**config.mk**
```make
export PLATFORM = sky130hd
export DESIGN_NAME = seg_scroll_ctrl_flat
export DESIGN_NICKNAME = d
export VERILOG_FILES = /design/src/rtl/seg_scroll_pkg.sv /design/src/rtl/seg_scroll_ctrl_if.sv /design/src/rtl/seg7_decode_n.sv /design/src/rtl/seg_scroll_ctrl.sv /design/src/flat_wrapper.sv
export SDC_FILE = /design/constraint.sdc
export NUM_CORES = 1
export LEC_CHECK = 0
export ABC_AREA = 1
export BUFFER_PORTS_ARGS = -buffer_cell sky130_fd_sc_hd__buf_2
export CAP_MARGIN = 0
export CELL_PAD_IN_SITES_DETAIL_PLACEMENT = 0
export CELL_PAD_IN_SITES_GLOBAL_PLACEMENT = 1
export CORE_ASPECT_RATIO = 1.75
export CORE_MARGIN = 4
export CORE_UTILIZATION = 39
export CTS_BUF_LIST = sky130_fd_sc_hd__clkbuf_8
export DETAILED_ROUTE_END_ITERATION = 12
export GPL_TIMING_DRIVEN = 0
export PLACE_DENSITY = 0.66
export SYNTH_ARGS = -nofsm -noshare
export SYNTH_HDL_FRONTEND = slang
export SYNTH_SLANG_ARGS = --single-unit
```
**constraint.sdc**
```tcl
create_clock -name clk -period 6.72 [get_ports clk]
set_clock_uncertainty 0.05 [all_clocks]
set_input_delay 0.336 -clock clk [delete_from_list [all_inputs] [get_ports clk]]
set_output_delay 0.336 -clock clk [all_outputs]
set_load 0.03 [all_outputs]
```
**src/rtl/seg_scroll_pkg.sv**
```systemverilog
// Shared types and constants for the scrolling seven-segment display controller.
package seg_scroll_pkg;

   typedef enum logic [1:0] {
      IDLE = 2'd0,
      LOAD = 2'd1,
      HOLD = 2'd2,
      RUN  = 2'd3
   } state_t;

   // Character code shown as an unlit digit; codes 10-15 all decode to blank.
   localparam logic [3:0] BLANK_CODE = 4'hA;

   // Active-low segment patterns {a,b,c,d,e,f,g,dp}, indexed by character code.
   // Entry 15 is the leftmost element of the concatenation, entry 0 the rightmost.
   localparam logic [15:0][7:0] SEG_LUT = {
      8'hFF, 8'hFF, 8'hFF, 8'hFF, 8'hFF, 8'hFF,
      8'h09, 8'h01, 8'h1B, 8'h41, 8'h49,
      8'h99, 8'h0D, 8'h25, 8'h9F, 8'h03
   };

   // Table lookup helper so every user decodes through the same constant.
   function automatic logic [7:0] segLookup(input logic [3:0] code);
      return SEG_LUT[code];
   endfunction

endpackage

```
**src/rtl/seg_scroll_ctrl_if.sv**
```systemverilog
// Valid/ready character write port feeding the message buffer.
interface seg_scroll_ctrl_if;

   logic       wr_valid;
   logic       wr_ready;
   logic [3:0] wr_char;
   logic       wr_last;

   modport master (
      output wr_valid,
      output wr_char,
      output wr_last,
      input  wr_ready
   );

   modport slave (
      input  wr_valid,
      input  wr_char,
      input  wr_last,
      output wr_ready
   );

endinterface

```
**src/rtl/seg7_decode_n.sv**
```systemverilog
// Combinational 4-bit character code to active-low seven-segment pattern.
module seg7_decode_n
   import seg_scroll_pkg::*;
(
   input  logic [3:0] i_char,
   output logic [7:0] o_seg
);

   // Straight lookup; blank codes come out as all segments off.
   always_comb begin
      o_seg = segLookup(i_char);
   end

endmodule

```
**src/rtl/seg_scroll_ctrl.sv**
```systemverilog
// Message buffer, scroll sequencer and digit scanner for the 8-digit display.
module seg_scroll_ctrl
   import seg_scroll_pkg::*;
#(
   parameter int SCAN_DIV  = 100000,
   parameter int STEP_DIV  = 50000000,
   parameter int MSG_DEPTH = 16
)
(
   input  logic                 clk,
   input  logic                 rst_n,
   seg_scroll_ctrl_if.slave     wr,
   input  logic                 start,
   input  logic                 stop,
   input  logic                 clear,
   output logic                 busy,
   output logic                 chk_light,
   output logic [7:0]           light_switch,
   output logic [7:0]           data
);

   localparam int IDX_W  = $clog2(MSG_DEPTH);
   localparam int LEN_W  = IDX_W + 1;
   localparam int SCAN_W = (SCAN_DIV > 1) ? $clog2(SCAN_DIV) : 1;
   localparam int STEP_W = (STEP_DIV > 1) ? $clog2(STEP_DIV) : 1;

   state_t             r_state;
   state_t             w_nextState;

   logic [LEN_W-1:0]   r_wrPtr;
   logic [LEN_W-1:0]   r_msgLen;
   logic [LEN_W-1:0]   r_offset;
   logic [STEP_W-1:0]  r_stepCnt;
   logic [SCAN_W-1:0]  r_scanCnt;
   logic [2:0]         r_digitIdx;
   logic               r_chkLight;
   logic [7:0]         r_anode;
   logic [7:0]         r_seg;
   logic [3:0]         r_buf [MSG_DEPTH];

   logic               w_wrReady;
   logic               w_wrFire;
   logic               w_lastWrite;
   logic               w_stepTc;
   logic               w_scanTc;
   logic [LEN_W-1:0]   w_ringLen;
   logic [LEN_W-1:0]   w_offsetInc;
   logic [LEN_W-1:0]   w_offsetNext;
   logic [2:0]         w_rev;
   logic [LEN_W-1:0]   w_pos;
   logic [LEN_W-1:0]   w_posMod;
   logic [3:0]         w_char;
   logic [7:0]         w_segCode;

   // A write lands only when the port is open and clear is not dropping it.
   assign w_wrFire    = wr.wr_valid && w_wrReady && !clear;
   assign w_lastWrite = w_wrFire && (wr.wr_last || (r_wrPtr == LEN_W'(MSG_DEPTH - 1)));
   assign w_stepTc    = (r_stepCnt == STEP_W'(STEP_DIV - 1));
   assign w_scanTc    = (r_scanCnt == SCAN_W'(SCAN_DIV - 1));
   assign wr.wr_ready = w_wrReady;
   assign chk_light   = r_chkLight;
   assign light_switch = r_anode;
   assign data        = r_seg;

   // Short messages still scroll across a full 8-digit ring padded with blanks.
   assign w_ringLen    = (r_msgLen > LEN_W'(8)) ? r_msgLen : LEN_W'(8);
   assign w_offsetInc  = r_offset + LEN_W'(1);
   assign w_offsetNext = (w_offsetInc >= w_ringLen) ? '0 : w_offsetInc;

   // Digit k shows position offset+7-k; the sum stays below 2L so one subtract wraps it.
   always_comb begin
      w_rev    = 3'd7 - r_digitIdx;
      w_pos    = r_offset + {{(LEN_W-3){1'b0}}, w_rev};
      w_posMod = (w_pos >= w_ringLen) ? (w_pos - w_ringLen) : w_pos;
      if ((r_state == IDLE) || (w_posMod >= r_msgLen)) begin
         w_char = BLANK_CODE;
      end else begin
         w_char = r_buf[w_posMod[IDX_W-1:0]];
      end
   end

   seg7_decode_n u_decode (
      .i_char (w_char),
      .o_seg  (w_segCode)
   );

   // FSM state register.
   always_ff @(posedge clk or negedge rst_n) begin
      if (!rst_n) begin
         r_state <= IDLE;
      end else begin
         r_state <= w_nextState;
      end
   end

   // FSM next state: clear beats stop, stop beats start, start beats writes.
   always_comb begin
      w_nextState = r_state;
      if (clear) begin
         w_nextState = IDLE;
      end else begin
         case (r_state)
            IDLE: if (w_wrFire)    w_nextState = w_lastWrite ? HOLD : LOAD;
            LOAD: if (w_lastWrite) w_nextState = HOLD;
            HOLD: if (start)       w_nextState = RUN;
            RUN:  if (stop)        w_nextState = HOLD;
            default:               w_nextState = IDLE;
         endcase
      end
   end

   // FSM outputs decoded from the current state only.
   always_comb begin
      busy      = (r_state == RUN);
      w_wrReady = (r_state == IDLE) || (r_state == LOAD);
   end

   // Write pointer advances per accepted character; the final one fixes the length.
   always_ff @(posedge clk or negedge rst_n) begin
      if (!rst_n) begin
         r_wrPtr  <= '0;
         r_msgLen <= '0;
      end else if (clear) begin
         r_wrPtr  <= '0;
         r_msgLen <= '0;
      end else if (w_wrFire) begin
         r_wrPtr <= r_wrPtr + LEN_W'(1);
         if (w_lastWrite) begin
            r_msgLen <= r_wrPtr + LEN_W'(1);
         end
      end
   end

   // Message storage has no reset; stale entries are hidden by the length check.
   always_ff @(posedge clk) begin
      if (w_wrFire) begin
         r_buf[r_wrPtr[IDX_W-1:0]] <= wr.wr_char;
      end
   end

   // Step timer runs only in RUN and advances the scroll offset on each wrap.
   always_ff @(posedge clk or negedge rst_n) begin
      if (!rst_n) begin
         r_stepCnt  <= '0;
         r_offset   <= '0;
         r_chkLight <= 1'b0;
      end else begin
         r_chkLight <= 1'b0;
         if (clear) begin
            r_stepCnt <= '0;
            r_offset  <= '0;
         end else if (r_state == RUN) begin
            if (stop) begin
               r_stepCnt <= '0;
               r_offset  <= '0;
            end else if (w_stepTc) begin
               r_stepCnt  <= '0;
               r_offset   <= w_offsetNext;
               r_chkLight <= 1'b1;
            end else begin
               r_stepCnt <= r_stepCnt + STEP_W'(1);
            end
         end else begin
            r_stepCnt <= '0;
         end
      end
   end

   // Scanner: each slot end latches anode and segments for the current digit together.
   always_ff @(posedge clk or negedge rst_n) begin
      if (!rst_n) begin
         r_scanCnt  <= '0;
         r_digitIdx <= '0;
         r_anode    <= 8'hFF;
         r_seg      <= 8'hFF;
      end else if (w_scanTc) begin
         r_scanCnt  <= '0;
         r_digitIdx <= r_digitIdx + 3'd1;
         r_anode    <= ~(8'h01 << r_digitIdx);
         r_seg      <= w_segCode;
      end else begin
         r_scanCnt <= r_scanCnt + SCAN_W'(1);
      end
   end

endmodule

```
**src/flat_wrapper.sv**
```systemverilog
// flat-port wrapper written by rule: the top's interface ports become plain ports
module seg_scroll_ctrl_flat import seg_scroll_pkg::*;
#(
   parameter int SCAN_DIV  = 100000,
   parameter int STEP_DIV  = 50000000,
   parameter int MSG_DEPTH = 16
)
  (clk, rst_n, start, stop, clear, busy, chk_light, light_switch, data, wr_wr_valid, wr_wr_char, wr_wr_last, wr_wr_ready);
  seg_scroll_ctrl_if wr_i ();
  input  logic clk;
  input  logic rst_n;
  input  logic start;
  input  logic stop;
  input  logic clear;
  output logic busy;
  output logic chk_light;
  output logic [7:0] light_switch;
  output logic [7:0] data;
  input wire logic [$bits(wr_i.wr_valid)-1:0] wr_wr_valid;
  input wire logic [$bits(wr_i.wr_char)-1:0] wr_wr_char;
  input wire logic [$bits(wr_i.wr_last)-1:0] wr_wr_last;
  output wire logic [$bits(wr_i.wr_ready)-1:0] wr_wr_ready;
  assign wr_i.wr_valid = wr_wr_valid;
  assign wr_i.wr_char = wr_wr_char;
  assign wr_i.wr_last = wr_wr_last;
  assign wr_wr_ready = wr_i.wr_ready;
  seg_scroll_ctrl #(.SCAN_DIV(SCAN_DIV), .STEP_DIV(STEP_DIV), .MSG_DEPTH(MSG_DEPTH)) u_core (.clk(clk), .rst_n(rst_n), .wr(wr_i), .start(start), .stop(stop), .clear(clear), .busy(busy), .chk_light(chk_light), .light_switch(light_switch), .data(data));
endmodule
```
==> out/summary.md <==
In the final routed layout, each cell accounts on average for 15.0 µm. The most used flip-flop cell after synthesis is edfxtp_1. The fraction of synthesis flops using an asynchronous set or reset pin was 0.552.

Pin placement for this block handled 30 I/O pins. On the critical path the largest part of the delay comes from compound AO/OA/AOI/OAI gates. Summed over all cells, the static leakage comes to 3.67 nW. Setup violations remaining at the end of the flow were counted as 0.

Clock-pin slew was measured on the worst setup and hold paths at 0.08 ns. The top cell type's share of synthesized area was 0.257. Setup repair after global routing left no endpoint under its margin. The class of the most critical hold timing path was in -> reg. Most area-hungry cell type in the Yosys netlist: edfxtp_1.

The fraction of the cycle the final worst path needs works out to 0.842. The horizontal die dimension came out at 113 µm. Along the worst path, the maximum fanout reaches 10. The startpoint identified for the worst hold timing path is wr_wr_char[0].

Post-detailed-route via-to-cell ratio: 4.92. The longest clock path from root to sink contains 2 buffers. After detailed routing, the total wire length is 16,900 µm. A synthesized cell averages 9.01 µm². For the part of the power in registers, the log shows 0.549. In this run the critical register-to-register path is launched from u_core.r_digitIdx[0]$_DFFE_PN0N_. The tools report the total instance count after detailed placement as 1,096. The count of flip-flops with a built-in enable after synthesis is 64, and the area inside the core boundary is 0.0187 mm².

Counting cells, the worst reg-to-reg path comes to 27. The tools report the number of clock sinks seen by CTS as 143. TritonCTS built the clock tree. During placement, the flow inserted port buffers numbering 28.

Detailed routing inserted a total of 5,555 vias. The repair_antennas step left the layout with diodes totalling 0. In this run the power spent charging and discharging nets is 435 µW. Critical path launch point: u_core.r_digitIdx[0]$_DFFE_PN0N_.

Counting both buffers and inverters, the worst setup path holds a total of 5. Counting instances in the post-synthesis netlist gives the leading cell types as nand2_1 (149), inv_1 (141), nor2_1 (93). The run gives 0 as the number of gates resized after cts.

The congestion estimate from routability-driven global placement came to 0.834. Number of hold violations in the final report: 0. Counting I/O delays and the setup requirement, the final critical path takes 5.66 ns. The logs give 0.082 for the power share of the combinational group and 66 for the row count.

Slew of the pin with the lowest slew margin: 0.756 ns. The tools report the count of H-tree levels built during CTS as 4. The critical path in this run is classified as reg -> reg. Once detail routing completed, the nets flagged for antenna violations numbered 0. For the worst setup path, the data arrival time is 5.98 ns. The sequential share of the synthesized area was 0.525.

For the initial antenna violation count, the log shows 0. Power spread over the standard cell area amounts to 208 mW/mm². The logs give 13,000 µm for the placed wire-length estimate after detailed placement and 17 for the CTS buffer count. The largest single stage delay on the critical path is 0.61 ns.

The category of the worst setup path capture point is a flip-flop. The area added between synthesis and finish was 11.3%; the tightest slew margin relative to the limit was 0.491. Counting every net in the synthesized netlist gives 878. The number of distinct standard cells referenced by the synthesized netlist is 47, and the count of yosys warnings during synthesis is 0.

The pin count of the biggest net entering global routing was 62; the synthesized flop and latch total was 143. The count of nets after finishing is 927. The worst hold path stage count was 1. Sorting the synthesized cells by area gives the leading types as edfxtp_1 (26%), dfrtp_1 (21%), nand2_1 (7.5%). The clock root buffer is clkbuf_8. The first routing iteration left 197 violations. The run gives 0.167 as the total routing usage reported by global routing. The run finished with clean final reports. VDD sags by at most 0.000100 V.

Counting buffers and inverters, the worst setup path is 27 cells deep. The tools report the netlist area before placement as 0.00747 mm². After global routing the overflow that remains totals 0. The final number of max-transition violations was 0; the max-cap check violation count was 0. For this design, the slowest cell found on the critical path is a211oi_2. Effective utilization at floorplan: 0.398.

For the worst setup path, the data required time is 7.04 ns. For this run, design rule violations remaining after detail routing come to 0. The setup TNS was 0 ns; the via count of the first global-routing pass was 5,710.

The first global-routing pass estimated 28,000 µm of wire. For the worst-skew pair, the clock arrives at the later sink with an insertion delay of 0.45 ns. The layout cell share with drive strength beyond 1 is 0.123, and the share of total power consumed by net switching is 0.252. The number of standard cells in the layout, taps in and fillers out was 1,129; the design internal power was 1.29 mW. The startpoint class of the critical path was a flip-flop. In the synthesized netlist, the number of instances is 829. The overall die height works out to 191 µm. By instance count, the leading cell after synthesis is nand2_1.

The logs give 0.0215 mm² for the area of the die and 4 for the detailed-routing iteration count for the pre-antenna-repair pass. Timing would allow up to 0.177 GHz. The run gives 0.368 as the clock network fraction of design power.
-- power groups by stage --
stage,Clock [mW],Combinational (mW),Sequential (mW)
global route,0.697,0.164,0.953
floorplan,0,0.0919,0.963
finish,0.637,0.143,0.950
CTS,0.664,0.146,0.949
detailed placement,0,0.146,0.967
global placement,0,0.138,0.966
-- worst register-to-register path, cell delays in order (launching register included) --
cell	delay, ns
dfrtp_1	0.40
inv_1	0.14
ha_1	0.19
inv_1	0.05
fa_1	0.39
nor2_1	0.11
o21ai_0	0.10
xnor2_1	0.27
ha_1	0.32
nand2_1	0.10
nor2_1	0.06
nor2_2	0.16
nand2_4	0.13
o21ai_2	0.45
inv_2	0.24
ha_1	0.32
a21boi_0	0.12
o21ai_0	0.17
nand2_1	0.08
a211oi_2	0.61
nand2_1	0.21
nor2_4	0.18
inv_1	0.08
ha_1	0.27
inv_1	0.03
nand4_1	0.12
nand3_1	0.10
a21oi_1	0.15
-- cell families after synthesis --
| kind of cell | after synthesis | share of synthesized area |
|---|---|---|
| AND/OR/NAND/NOR | 366 | 0.220 |
| XOR/XNOR | 15 | 0.0176 |
| flip-flops | 143 | 0.525 |
| other | 1 | 0.000502 |
| AO/OA/AOI/OAI | 109 | 0.0875 |
| buffers and inverters | 157 | 0.0839 |
| adder cells (fa/ha/maj) | 38 | 0.0657 |
-- routing by layer --
| metal | share of wire | vias to the layer above | GRT usage |
|---|---|---|---|
| met2 | 0.56 | 61 | 0.310 |
| met4 | 0.020 | 0 | 0.0727 |
| li1 | - | 2815 | - |
| met1 | 0.40 | 2656 | 0.181 |
| met5 | 0 | - | 0 |
| met3 | 0.022 | 23 | 0.0320 |
-- through the flow --
step / instance area, µm² / utilization / worst slack [ns] / total power [mW] / hold WS, ns
after floorplan: 7470 / - / 1.84 / 1.06 / -0.00959
after global placement: 7910 / 0.422 / 1.04 / 1.10 / 0.398
after detailed placement: 7940 / 0.423 / 0.973 / 1.11 / 0.201
after CTS: 8310 / 0.443 / 0.963 / 1.76 / 0.171
after global routing: 8310 / 0.443 / 0.491 / 1.81 / 0.191
final: 8310 / 0.443 / 1.06 / 1.73 / 0.215
-- final cells by class --
| cell class | instances | area (µm²) |
|---|---|---|
| fillers | 1854 | 10400 |
| flip-flops and latches | 143 | 3920 |
| multi-input cells | 529 | 2920 |
| inverters | 145 | 544 |
| well taps | 238 | 298 |
| clock buffers | 21 | 289 |
| repair buffers | 30 | 180 |
| plain buffers | 12 | 82.6 |
| clock inverters | 11 | 76.3 |
-- timing repair --
item / in CTS / in global routing
hold buffers: 1 / 0
buffers inserted: 0 / 0
endpoints found under the hold margin: 18 / 0
-- registers in the layout (all words and copies together) (netlist names) --
name / count
u_core.light_switch: 8
u_core.r_buf: 64
u_core.r_state: 2
u_core.r_stepCnt: 26
u_core.r_scanCnt: 17
u_core.r_wrPtr: 5
u_core.chk_light: 1
u_core.r_offset: 5
u_core.r_digitIdx: 3
u_core.r_msgLen: 5
u_core.data: 7
-- final timing paths --
path / endpoint / slack [ns]
hold / removal: u_core.r_buf[14][0]$_DFFE_PP_ / 0.21
max in group asynchronous: u_core.light_switch[2]$_DFFE_PN1N_ / 5.70
setup / recovery: u_core.data[4]$_DFFE_PN1N_ / 1.06
min in group asynchronous: u_core.r_scanCnt[10]$_DFF_PN0_ / 0.27
hold reg to reg: u_core.r_scanCnt[0]$_DFF_PN0_ / 0.42
setup reg to reg: u_core.data[4]$_DFFE_PN1N_ / 1.06
-- layout by cell type (no fill, tap or decap), types with 2 or more instances in the layout --
cell type  count
a211oi_1       3
a21boi_0       2
a21oi_1       29
a32o_1         3
buf_2         27
buf_4          7
buf_6          2
clkbuf_1       3
clkbuf_8      21
clkinv_1       2
clkinv_2       4
dfrtp_1       64
dfstp_2       15
edfxtp_1      64
fa_1           2
ha_1          36
inv_1        145
inv_2          3
nand2_1      149
nand2_2        4
nand2_4        2
nand3_1       72
nand3_2        6
nand4_1       11
nor2_1        93
nor2_2         3
nor3_1        12
nor3_2         4
nor4_1         3
o211ai_1       7
o21a_1         6
o21ai_0       43
o21ai_2        4
o22ai_1        6
o31ai_1        2
xnor2_1        4
xor2_1        11
Power figures use the tool's default switching activity.
